`src/rtl/bch_syndrome_accum_p32_if.sv`:
```
// Beat input and syndrome output handshakes of the BCH syndrome accumulator.
// The master side is the upstream term producer together with the key-equation consumer.
interface bch_syndrome_accum_p32_if #(
    parameter int M = 13
);
    logic             din_valid;
    logic             din_ready;
    logic             sof;
    logic             eof;
    logic [8*M-1:0]   term_in;
    logic [8*M-1:0]   syn_out;
    logic             syn_valid;
    logic             syn_ready;
    logic             zero_flag;
    logic             len_err;

    modport master (
        output din_valid, sof, eof, term_in, syn_ready,
        input  din_ready, syn_out, syn_valid, zero_flag, len_err
    );

    modport slave (
        input  din_valid, sof, eof, term_in, syn_ready,
        output din_ready, syn_out, syn_valid, zero_flag, len_err
    );
endinterface

```
`src/rtl/bch_syndrome_accum_p32.sv`:
```
// Horner accumulation of eight BCH syndromes over GF(2^M), PAR codeword bits per beat.
// state | meaning:  IDLE wait for sof | ACCUM fold beats | DONE hold syndromes until syn_ready
module bch_syndrome_accum_p32 #(
    parameter int             M         = 13,
    parameter logic [M-1:0]   PRIM_POLY = 13'h001B,
    parameter int             PAR       = 32,
    parameter int             N_BEATS   = 256
) (
    input  logic                      clk,
    input  logic                      rst_n,
    bch_syndrome_accum_p32_if.slave   bus
);

    localparam int CW = $clog2(N_BEATS + 1);
    localparam logic [CW-1:0] N_CNT = CW'(N_BEATS);

    function automatic logic [M-1:0] mul_alpha(input logic [M-1:0] v);
        logic [M-1:0] r;
        r = {v[M-2:0], 1'b0};
        if (v[M-1]) r = r ^ PRIM_POLY;
        return r;
    endfunction

    function automatic logic [M-1:0] alpha_pow(input int e);
        logic [M-1:0] r;
        r = M'(1);
        for (int i = 0; i < e; i++) r = mul_alpha(r);
        return r;
    endfunction

    // Constant operand c folds to a fixed XOR matrix: column j is c*alpha^j.
    function automatic logic [M-1:0] mul_const(input logic [M-1:0] a, input logic [M-1:0] c);
        logic [M-1:0] acc;
        logic [M-1:0] col;
        acc = '0;
        col = c;
        for (int j = 0; j < M; j++) begin
            if (a[j]) acc = acc ^ col;
            col = mul_alpha(col);
        end
        return acc;
    endfunction

    localparam logic [8*M-1:0] A_PACK = {
        alpha_pow(PAR * 15), alpha_pow(PAR * 13), alpha_pow(PAR * 11), alpha_pow(PAR * 9),
        alpha_pow(PAR * 7),  alpha_pow(PAR * 5),  alpha_pow(PAR * 3),  alpha_pow(PAR * 1)
    };

    typedef enum logic [1:0] {IDLE, ACCUM, DONE} state_t;

    state_t          state, state_nxt;
    logic [8*M-1:0]  syn_q, syn_d, horner;
    logic [CW-1:0]   cnt, cnt_nxt, cnt_inc;
    logic            zero_q, zero_nxt;
    logic            len_q, len_nxt;
    logic            accept;

    assign bus.din_ready = (state != DONE);
    assign bus.syn_valid = (state == DONE);
    assign bus.syn_out   = syn_q;
    assign bus.zero_flag = zero_q;
    assign bus.len_err   = len_q;

    assign accept  = bus.din_valid && bus.din_ready;
    assign cnt_inc = cnt + CW'(1);

    always_comb begin
        horner = '0;
        for (int k = 0; k < 8; k++) begin
            horner[k*M +: M] = mul_const(syn_q[k*M +: M], A_PACK[k*M +: M]) ^ bus.term_in[k*M +: M];
        end
    end

    always_comb begin
        state_nxt = state;
        syn_d     = syn_q;
        cnt_nxt   = cnt;
        len_nxt   = len_q;
        zero_nxt  = zero_q;

        if (accept) begin
            // sof restarts from either IDLE or ACCUM; the aborted codeword is dropped.
            if (bus.sof) begin
                syn_d   = bus.term_in;
                cnt_nxt = CW'(1);
                if (bus.eof) begin
                    state_nxt = DONE;
                    len_nxt   = (N_BEATS != 1);
                end else begin
                    state_nxt = ACCUM;
                end
            end else if (state == ACCUM) begin
                syn_d   = horner;
                cnt_nxt = cnt_inc;
                if (bus.eof) begin
                    state_nxt = DONE;
                    len_nxt   = (cnt_inc != N_CNT);
                end else if (cnt_inc == N_CNT) begin
                    state_nxt = DONE;
                    len_nxt   = 1'b1;
                end
            end
        end

        if (state == DONE && bus.syn_ready) state_nxt = IDLE;

        if (state != DONE && state_nxt == DONE) zero_nxt = ~|syn_d;
    end

    always_ff @(posedge clk or negedge rst_n) begin
        if (!rst_n) begin
            state  <= IDLE;
            syn_q  <= '0;
            cnt    <= '0;
            zero_q <= 1'b0;
            len_q  <= 1'b0;
        end else begin
            state  <= state_nxt;
            syn_q  <= syn_d;
            cnt    <= cnt_nxt;
            zero_q <= zero_nxt;
            len_q  <= len_nxt;
        end
    end

endmodule

```
`src/flat_wrapper.sv`:
```
// flat-port wrapper written by rule: the top's interface ports become plain ports
module bch_syndrome_accum_p32_flat 
#(
    parameter int             M         = 13,
    parameter logic [M-1:0]   PRIM_POLY = 13'h001B,
    parameter int             PAR       = 32,
    parameter int             N_BEATS   = 256
)
  (clk, rst_n, bus_din_valid, bus_sof, bus_eof, bus_term_in, bus_syn_ready, bus_din_ready, bus_syn_out, bus_syn_valid, bus_zero_flag, bus_len_err);
  bch_syndrome_accum_p32_if #(.M(M)) bus_i ();
  input  logic clk;
  input  logic rst_n;
  input wire logic [$bits(bus_i.din_valid)-1:0] bus_din_valid;
  input wire logic [$bits(bus_i.sof)-1:0] bus_sof;
  input wire logic [$bits(bus_i.eof)-1:0] bus_eof;
  input wire logic [$bits(bus_i.term_in)-1:0] bus_term_in;
  input wire logic [$bits(bus_i.syn_ready)-1:0] bus_syn_ready;
  output wire logic [$bits(bus_i.din_ready)-1:0] bus_din_ready;
  output wire logic [$bits(bus_i.syn_out)-1:0] bus_syn_out;
  output wire logic [$bits(bus_i.syn_valid)-1:0] bus_syn_valid;
  output wire logic [$bits(bus_i.zero_flag)-1:0] bus_zero_flag;
  output wire logic [$bits(bus_i.len_err)-1:0] bus_len_err;
  assign bus_i.din_valid = bus_din_valid;
  assign bus_i.sof = bus_sof;
  assign bus_i.eof = bus_eof;
  assign bus_i.term_in = bus_term_in;
  assign bus_i.syn_ready = bus_syn_ready;
  assign bus_din_ready = bus_i.din_ready;
  assign bus_syn_out = bus_i.syn_out;
  assign bus_syn_valid = bus_i.syn_valid;
  assign bus_zero_flag = bus_i.zero_flag;
  assign bus_len_err = bus_i.len_err;
  bch_syndrome_accum_p32 #(.M(M), .PRIM_POLY(PRIM_POLY), .PAR(PAR), .N_BEATS(N_BEATS)) u_core (.clk(clk), .rst_n(rst_n), .bus(bus_i));
endmodule
```
`config.mk`:
```
export PLATFORM = sky130hd
export DESIGN_NAME = bch_syndrome_accum_p32_flat
export DESIGN_NICKNAME = d
export VERILOG_FILES = /design/src/rtl/bch_syndrome_accum_p32_if.sv /design/src/rtl/bch_syndrome_accum_p32.sv /design/src/flat_wrapper.sv
export SDC_FILE = /design/constraint.sdc
export NUM_CORES = 1
export LEC_CHECK = 0
export ABC_CLOCK_PERIOD_IN_PS = 3550
export CAP_MARGIN = 10
export CELL_PAD_IN_SITES_DETAIL_PLACEMENT = 0
export CELL_PAD_IN_SITES_GLOBAL_PLACEMENT = 1
export CORE_ASPECT_RATIO = 1.25
export CORE_MARGIN = 10
export CORE_UTILIZATION = 41
export CTS_CLUSTER_SIZE = 10
export DETAILED_ROUTE_END_ITERATION = 8
export PLACE_DENSITY = 0.91
export SLEW_MARGIN = 25
export SYNTH_ARGS = -nofsm -noshare
export SYNTH_HDL_FRONTEND = slang
export SYNTH_SLANG_ARGS = --single-unit
```
`constraint.sdc`:
```
create_clock -name clk -period 3.55 [get_ports clk]
set_input_delay 0.71 -clock clk [delete_from_list [all_inputs] [get_ports clk]]
set_output_delay 0.71 -clock clk [all_outputs]
set_load 0.01 [all_outputs]
```
* Word-level counts from Yosys, hierarchy flattened
Index checks and enable logic that the tools add are counted.
** Cells by class
- Multiplexer cells :: 121
- Bitwise logic cells :: 104
- Reduce and logical (&&, ||, !) cells :: 9
- $add $sub $neg :: 1
- Equality and inequality tests :: 7
** Operators with widths (number)
- $mux W13 :: 48
- $mux W104 :: 3
- $mux W12 :: 23
- $mux W11 :: 13
- $not A8 Y8 :: 16
- $not A9 Y9 :: 13
- $not A6 Y6 :: 18
- $reduce_or A104 Y1 :: 1
- $xor A13 B13 Y13 :: 8
- $mux W10 :: 8
- $not A7 Y7 :: 11
- $mux W9 :: 6
- $not A5 Y5 :: 10
- $not A3 Y3 :: 10
- $mux W8 :: 3
- $not A10 Y10 :: 2
- $not A2 Y3 :: 6
- $not A7 Y8 :: 2
- $mux W2 :: 7
- $mux W7 :: 2
- $not A12 Y12 :: 1
- $add A9 B1 Y9 const B :: 1
- $eq A9 B9 Y1 const B :: 1
- $ne A9 B9 Y1 const B :: 1
- other kinds (16) :: 28
** Word-level totals
- Input bits :: 110
- Register bits :: 117

* Depth between registers and ports, before layout
- Depth after elaboration :: 31
- Depth in mapped cells :: 13
- Mapped depth without buffers :: 9

* Least setup slack after synthesis
Ideal clock, no wire load.
- Kind :: input to register
- Start :: in bus_din_valid
- End :: reg u_core.zero_q, in the netlist u_core.bus.zero_flag
- Buffers on the path :: 2
- Cell stages on the path :: 10
- Arrival time :: 3465 ps
- Setup slack :: -19 ps
- Required time :: 3447 ps
- Library setup time :: 103 ps
- Cell sequence :: buf_6 and2_1 buf_2 a21o_1 o221a_1 or4_1 or4_1 or4b_1 nand4bb_1 o41ai_2
** On the way
- Elaborated cells between the ends (all ways) :: 8
** RTL lines
- start, declared :: RTL line flat_wrapper.sv:13 : input wire logic [$bits(bus_i.din_valid)-1:0] bus_din_valid;
- $logic_and A1 B1 Y1 :: RTL line bch_syndrome_accum_p32.sv:64 : assign accept = bus.din_valid && bus.din_ready;
- $mux W104 :: RTL line bch_syndrome_accum_p32.sv:81 : if (accept) begin
- via u_core.syn_d[91] :: RTL line bch_syndrome_accum_p32.sv:52 : logic [8*M-1:0] syn_q, syn_d, horner;
- $reduce_or A104 Y1 :: RTL line bch_syndrome_accum_p32.sv:107 : if (state != DONE && state_nxt == DONE) zero_nxt = ~|syn_d;
- $logic_not A1 Y1 :: RTL line bch_syndrome_accum_p32.sv:107
- end signal, assigned :: RTL line bch_syndrome_accum_p32.sv:121 : zero_q <= zero_nxt;
- end, declared :: RTL line bch_syndrome_accum_p32.sv:54 : logic zero_q, zero_nxt;
The timed path passes the listed nets, and every way through them passes these cells.
A chain may end at the register's enable or synchronous reset.

* Final worst setup path
- Start :: reg u_core.state[0]
- End :: reg u_core.zero_q, in the netlist u_core.bus.zero_flag
** On the way
- Elaborated cells between the ends (all ways) :: 18
** RTL lines
- start, declared :: RTL line bch_syndrome_accum_p32.sv:51 : state_t state, state_nxt;
- start signal, assigned :: RTL line bch_syndrome_accum_p32.sv:118 : state <= state_nxt;
- $eq A2 B1 Y1 :: RTL line bch_syndrome_accum_p32.sv:92 : end else if (state == ACCUM) begin
- $mux W104 :: RTL line bch_syndrome_accum_p32.sv:92
- $mux W104 :: RTL line bch_syndrome_accum_p32.sv:83 : if (bus.sof) begin
- $mux W104 (*) :: RTL line bch_syndrome_accum_p32.sv:81
- via u_core.syn_d[28] :: RTL line bch_syndrome_accum_p32.sv:52
- $reduce_or A104 Y1 (*) :: RTL line bch_syndrome_accum_p32.sv:107
- $logic_not A1 Y1 (*) :: RTL line bch_syndrome_accum_p32.sv:107
Mark *: on every way through the listed nets, which the timed path passes. The rest lies on a longest branch.

==> flow_summary.rst <==
.. list-table::
   :header-rows: 1

   * - Metric
     - Value
   * - Status
     - finished clean
   * - Residual overflow from global routing
     - 0
   * - Post-synthesis cell type count
     - 79
   * - Leading cell type in the layout, fill and taps excluded
     - sky130_fd_sc_hd__clkdlybuf4s50_1
   * - Final count of pins violating max slew
     - 0
   * - Commonest cells after routing, fill and taps aside
     - sky130_fd_sc_hd__clkdlybuf4s50_1 (211), sky130_fd_sc_hd__xnor2_1 (189), sky130_fd_sc_hd__buf_4 (149)
   * - Ordered cell list for the critical path
     - nand2b_1 > inv_2 > buf_4 > nor2_4 > buf_4 > buf_12 > a22oi_1 > o21ai_0 > nor3_1 > buf_4 > nand4bb_1 > or4_1 > o41ai_2
   * - Net total in the final layout
     - 1466
   * - Maximum vdd drop
     - 0.833 mV
   * - Via density per instance
     - 5.94
   * - Clock transition at the register clock pins on the worst setup and hold paths after CTS
     - 0.06 ns
   * - Highest achievable clock rate
     - 285 MHz
   * - Number of antenna violations at the first check in global routing
     - 1
   * - Syn_nets
     - 1171
   * - Number of filler instances in the final layout
     - 2243
   * - Die area
     - 33500 µm²
   * - Die Span X
     - 166 µm
   * - Non-Filler Cell Area, Final
     - 15000 µm²
   * - Clock net sink count
     - 117
   * - Via count
     - 10138
   * - Synth warnings
     - 0
   * - Most frequent cell on the critical path
     - sky130_fd_sc_hd__buf_4
   * - Actual slew at the worst max-slew pin
     - 0.898 ns
   * - DP Cell Count
     - 1674
   * - Setup crit end kind
     - flip-flop
   * - Core outline area
     - 26100 µm²
   * - Storage element area
     - 2930 µm²
   * - Top-level port count
     - 218
   * - Die extent in y
     - 202 µm
   * - Worst path required time
     - 3.88 ns
   * - Cell with the largest stage delay on the worst path
     - sky130_fd_sc_hd__dfrtp_1
   * - Number of standard-cell rows in the floorplan
     - 66
   * - All-Layer GR Usage
     - 24.1%
   * - Cells after synthesis
     - 1060
   * - Final critical-path setup slack
     - 0.0379 ns
   * - Antenna Violating Nets Remaining
     - 0
   * - Number of port buffers
     - 217
   * - Starting density of the core
     - 41.8%
   * - Sequential fraction of design power
     - 15.3%
   * - Routability-driven placement congestion ratio
     - 0.941
   * - Critical Path Max Stage Delay
     - 0.44 ns
   * - #FFs+latches synth
     - 117
   * - Post-detailed-route DRC marker count
     - 0
   * - Max-cap viol count
     - 0
   * - Post-route fraction of the period consumed by the critical path
     - 98.9%
   * - Clock Skew
     - 0.0109 ns
   * - Switch Pwr
     - 0.00840 W
   * - Worst Setup Path Type
     - reg2reg
   * - Global-route wire length before repair
     - 63800 µm
   * - Relative area change from synthesis to final layout
     - 37.5%
   * - Master cell of the clock root buffer
     - sky130_fd_sc_hd__clkbuf_16
   * - Largest net degree at the start of global routing
     - 52
   * - Drt initial violations
     - 952
   * - Number of endpoints failing setup at the final stage
     - 0
   * - Minimum setup slack after placement
     - -0.616 ns
   * - Number of enable flip-flop cells after synthesis
     - 0
   * - Arrival time worst endpoint
     - 3.84 ns
   * - Startpoint type of the worst setup path
     - flip-flop
   * - Minimum clock period
     - 3.51 ns
   * - Power per standard cell area
     - 1340 nW/µm²
   * - Total count of hold-check failures in the final report
     - 0
   * - Vias in the first global route
     - 10325
   * - Detailed Routing Iterations Pass 1
     - 7
   * - Crit-path max FO
     - 17
   * - Area of combinational cells with multiple inputs
     - 7540 µm²
   * - Top FF cell, synth
     - sky130_fd_sc_hd__dfrtp_1
   * - Layout cell share with drive strength beyond 1
     - 15.9%
   * - TritonCTS clock tree
     - done
   * - Synth Cell Area
     - 10900 µm²
   * - Routed length per instance
     - 24.8 µm
   * - H-tree depth
     - 4
   * - Rel. slew slack
     - 39.5%
   * - Kind of path behind the tightest hold check
     - in2async
   * - Total wire length after detailed routing
     - 42300 µm
   * - Later-pin clock latency in the skew report
     - 0.43 ns
   * - Fraction of power spent switching nets
     - 41.8%
   * - Clock power share
     - 9.2%
   * - Portion of the post-synthesis area used by sequential elements
     - 26.9%
   * - Leakage dissipation
     - 6.51 nW
   * - Number of buffers added by the clock tree synthesis step
     - 17
   * - Sum of net half-perimeters after detailed placement
     - 33200 µm
   * - Average cell area after synthesis
     - 10.3 µm²
   * - Combinational share of power
     - 75.4%
   * - Async S/R FF share, synth
     - 100%
   * - Buffers from clock root to sink, at most
     - 2
   * - Internal power
     - 0.0117 W
   * - Post-layout instance count excluding filler cells
     - 1707
   * - Standard cell area after detailed placement
     - 14300 µm²
-- power groups by stage --
stage | clock, W | sequential [W] | combinational, W
detailed placement | 0 | 0.00307 | 0.0149
global placement | 0 | 0.00306 | 0.0147
finish | 0.00186 | 0.00308 | 0.0152
CTS | 0.00188 | 0.00306 | 0.0151
global route | 0.00193 | 0.00317 | 0.0160
floorplan | 0 | 0.00284 | 0.0104
-- path summary, 6_finish.rpt --
path | start | endpoint | slack, ns | depth (start not counted)
worst max-delay path | u_core.state[0]$_DFF_PN0_ | u_core.bus.zero_flag$_DFFE_PN0P_ | 0.04 | 13
worst max register to register | u_core.state[0]$_DFF_PN0_ | u_core.bus.zero_flag$_DFFE_PN0P_ | 0.04 | 13
worst min register to register | u_core.cnt[8]$_DFFE_PN0P_ | u_core.cnt[8]$_DFFE_PN0P_ | 0.51 | 1
min in group clk | u_core.cnt[8]$_DFFE_PN0P_ | u_core.cnt[8]$_DFFE_PN0P_ | 0.51 | 1
worst min-delay path | rst_n | u_core.bus.syn_out[86]$_DFF_PN0_ | 0.31 | 1
max in group asynchronous | rst_n | u_core.bus.syn_out[63]$_DFF_PN0_ | 2.44 | 2
-- repair_timing --
| action | CTS | global route |
|---|---|---|
| pin swaps | 0 | 4 |
| resized for setup | 5 | 10 |
| buffers inserted | 0 | 2 |
| endpoints found under the setup margin | 1 | 1 |
| hold buffers | 0 | 0 |
-- cell families after synthesis --
| logic type | after synthesis | synth area share [%] |
|---|---|---|
| XOR/XNOR | 344 | 39.2 |
| AO/OA/AOI/OAI | 252 | 16.3 |
| AND/OR/NAND/NOR | 205 | 11.0 |
| buffers and inverters | 117 | 4.34 |
| flip-flops | 117 | 26.9 |
| multiplexers | 24 | 2.22 |
| adder cells (fa/ha/maj) | 1 | 0.115 |
-- Yosys cell counts (all sizes together) (7+ instances only) --
cell type | n | share of area, %
xnor2 | 196 | 16
dfrtp | 117 | 27
clkbuf | 70 | 2.4
xnor3 | 66 | 14
xor2 | 62 | 5.0
o21ai | 51 | 2.3
o22ai | 41 | 2.4
nor2 | 38 | 1.3
nand2 | 35 | 1.2
a21oi | 29 | 1.4
buf | 24 | 1.1
inv | 23 | 0.79
mux2i | 23 | 2.1
nor3 | 21 | 0.96
a22oi | 20 | 1.4
xor3 | 20 | 4.4
a211oi | 18 | 1.2
and3 | 16 | 0.92
a221o | 14 | 1.3
a2bb2oi | 13 | 1.0
nand3 | 11 | 0.51
or4 | 11 | 0.76
nor4 | 10 | 0.77
nor3b | 9 | 0.62
o221a | 7 | 0.72
or3 | 7 | 0.40
-- routing by layer --
metal	global-route usage, %	up-vias	part of all wire, %
met5	0	-	0
met3	5.09	104	8.4
met2	41.1	576	49
met1	28.5	5019	38
met4	10.7	0	4.1
li1	-	4439	-
-- layout make-up --
type                    count  area share (%)
clock buffers              21            3.14
well taps                 340            2.84
inverters                  23           0.576
multi-input cells         826            50.3
repair buffers            370            22.5
flip-flops and latches    117            19.6
clock inverters             9            1.01
diodes                      1          0.0167
-- flip-flops by register name, indices dropped and copies added, names as in the netlist --
register,count
u_core.cnt,9
u_core.state,2
u_core.bus.len_err,1
u_core.bus.syn_out,104
u_core.bus.zero_flag,1
-- critical path, delay by kind of cell (launching register included) --
family | cells | cell delay, ns
buffers and inverters | 5 | 0.94
flip-flops | 1 | 0.44
AND/OR/NAND/NOR | 5 | 1.22
AO/OA/AOI/OAI | 3 | 0.79
-- metrics by stage --
step                utilization, %  power (W)  hold slack (ns)  TNS (ns)
finish                        57.4     0.0201            0.307         0
global route                  57.4     0.0211            0.358  -0.00654
CTS                           57.2     0.0200            0.319         0
detailed placement            54.9     0.0180            0.492    -0.616
global placement              54.9     0.0178            0.495    -0.571
floorplan                        -     0.0133            0.414         0
(Power assumes the default switching activity.)
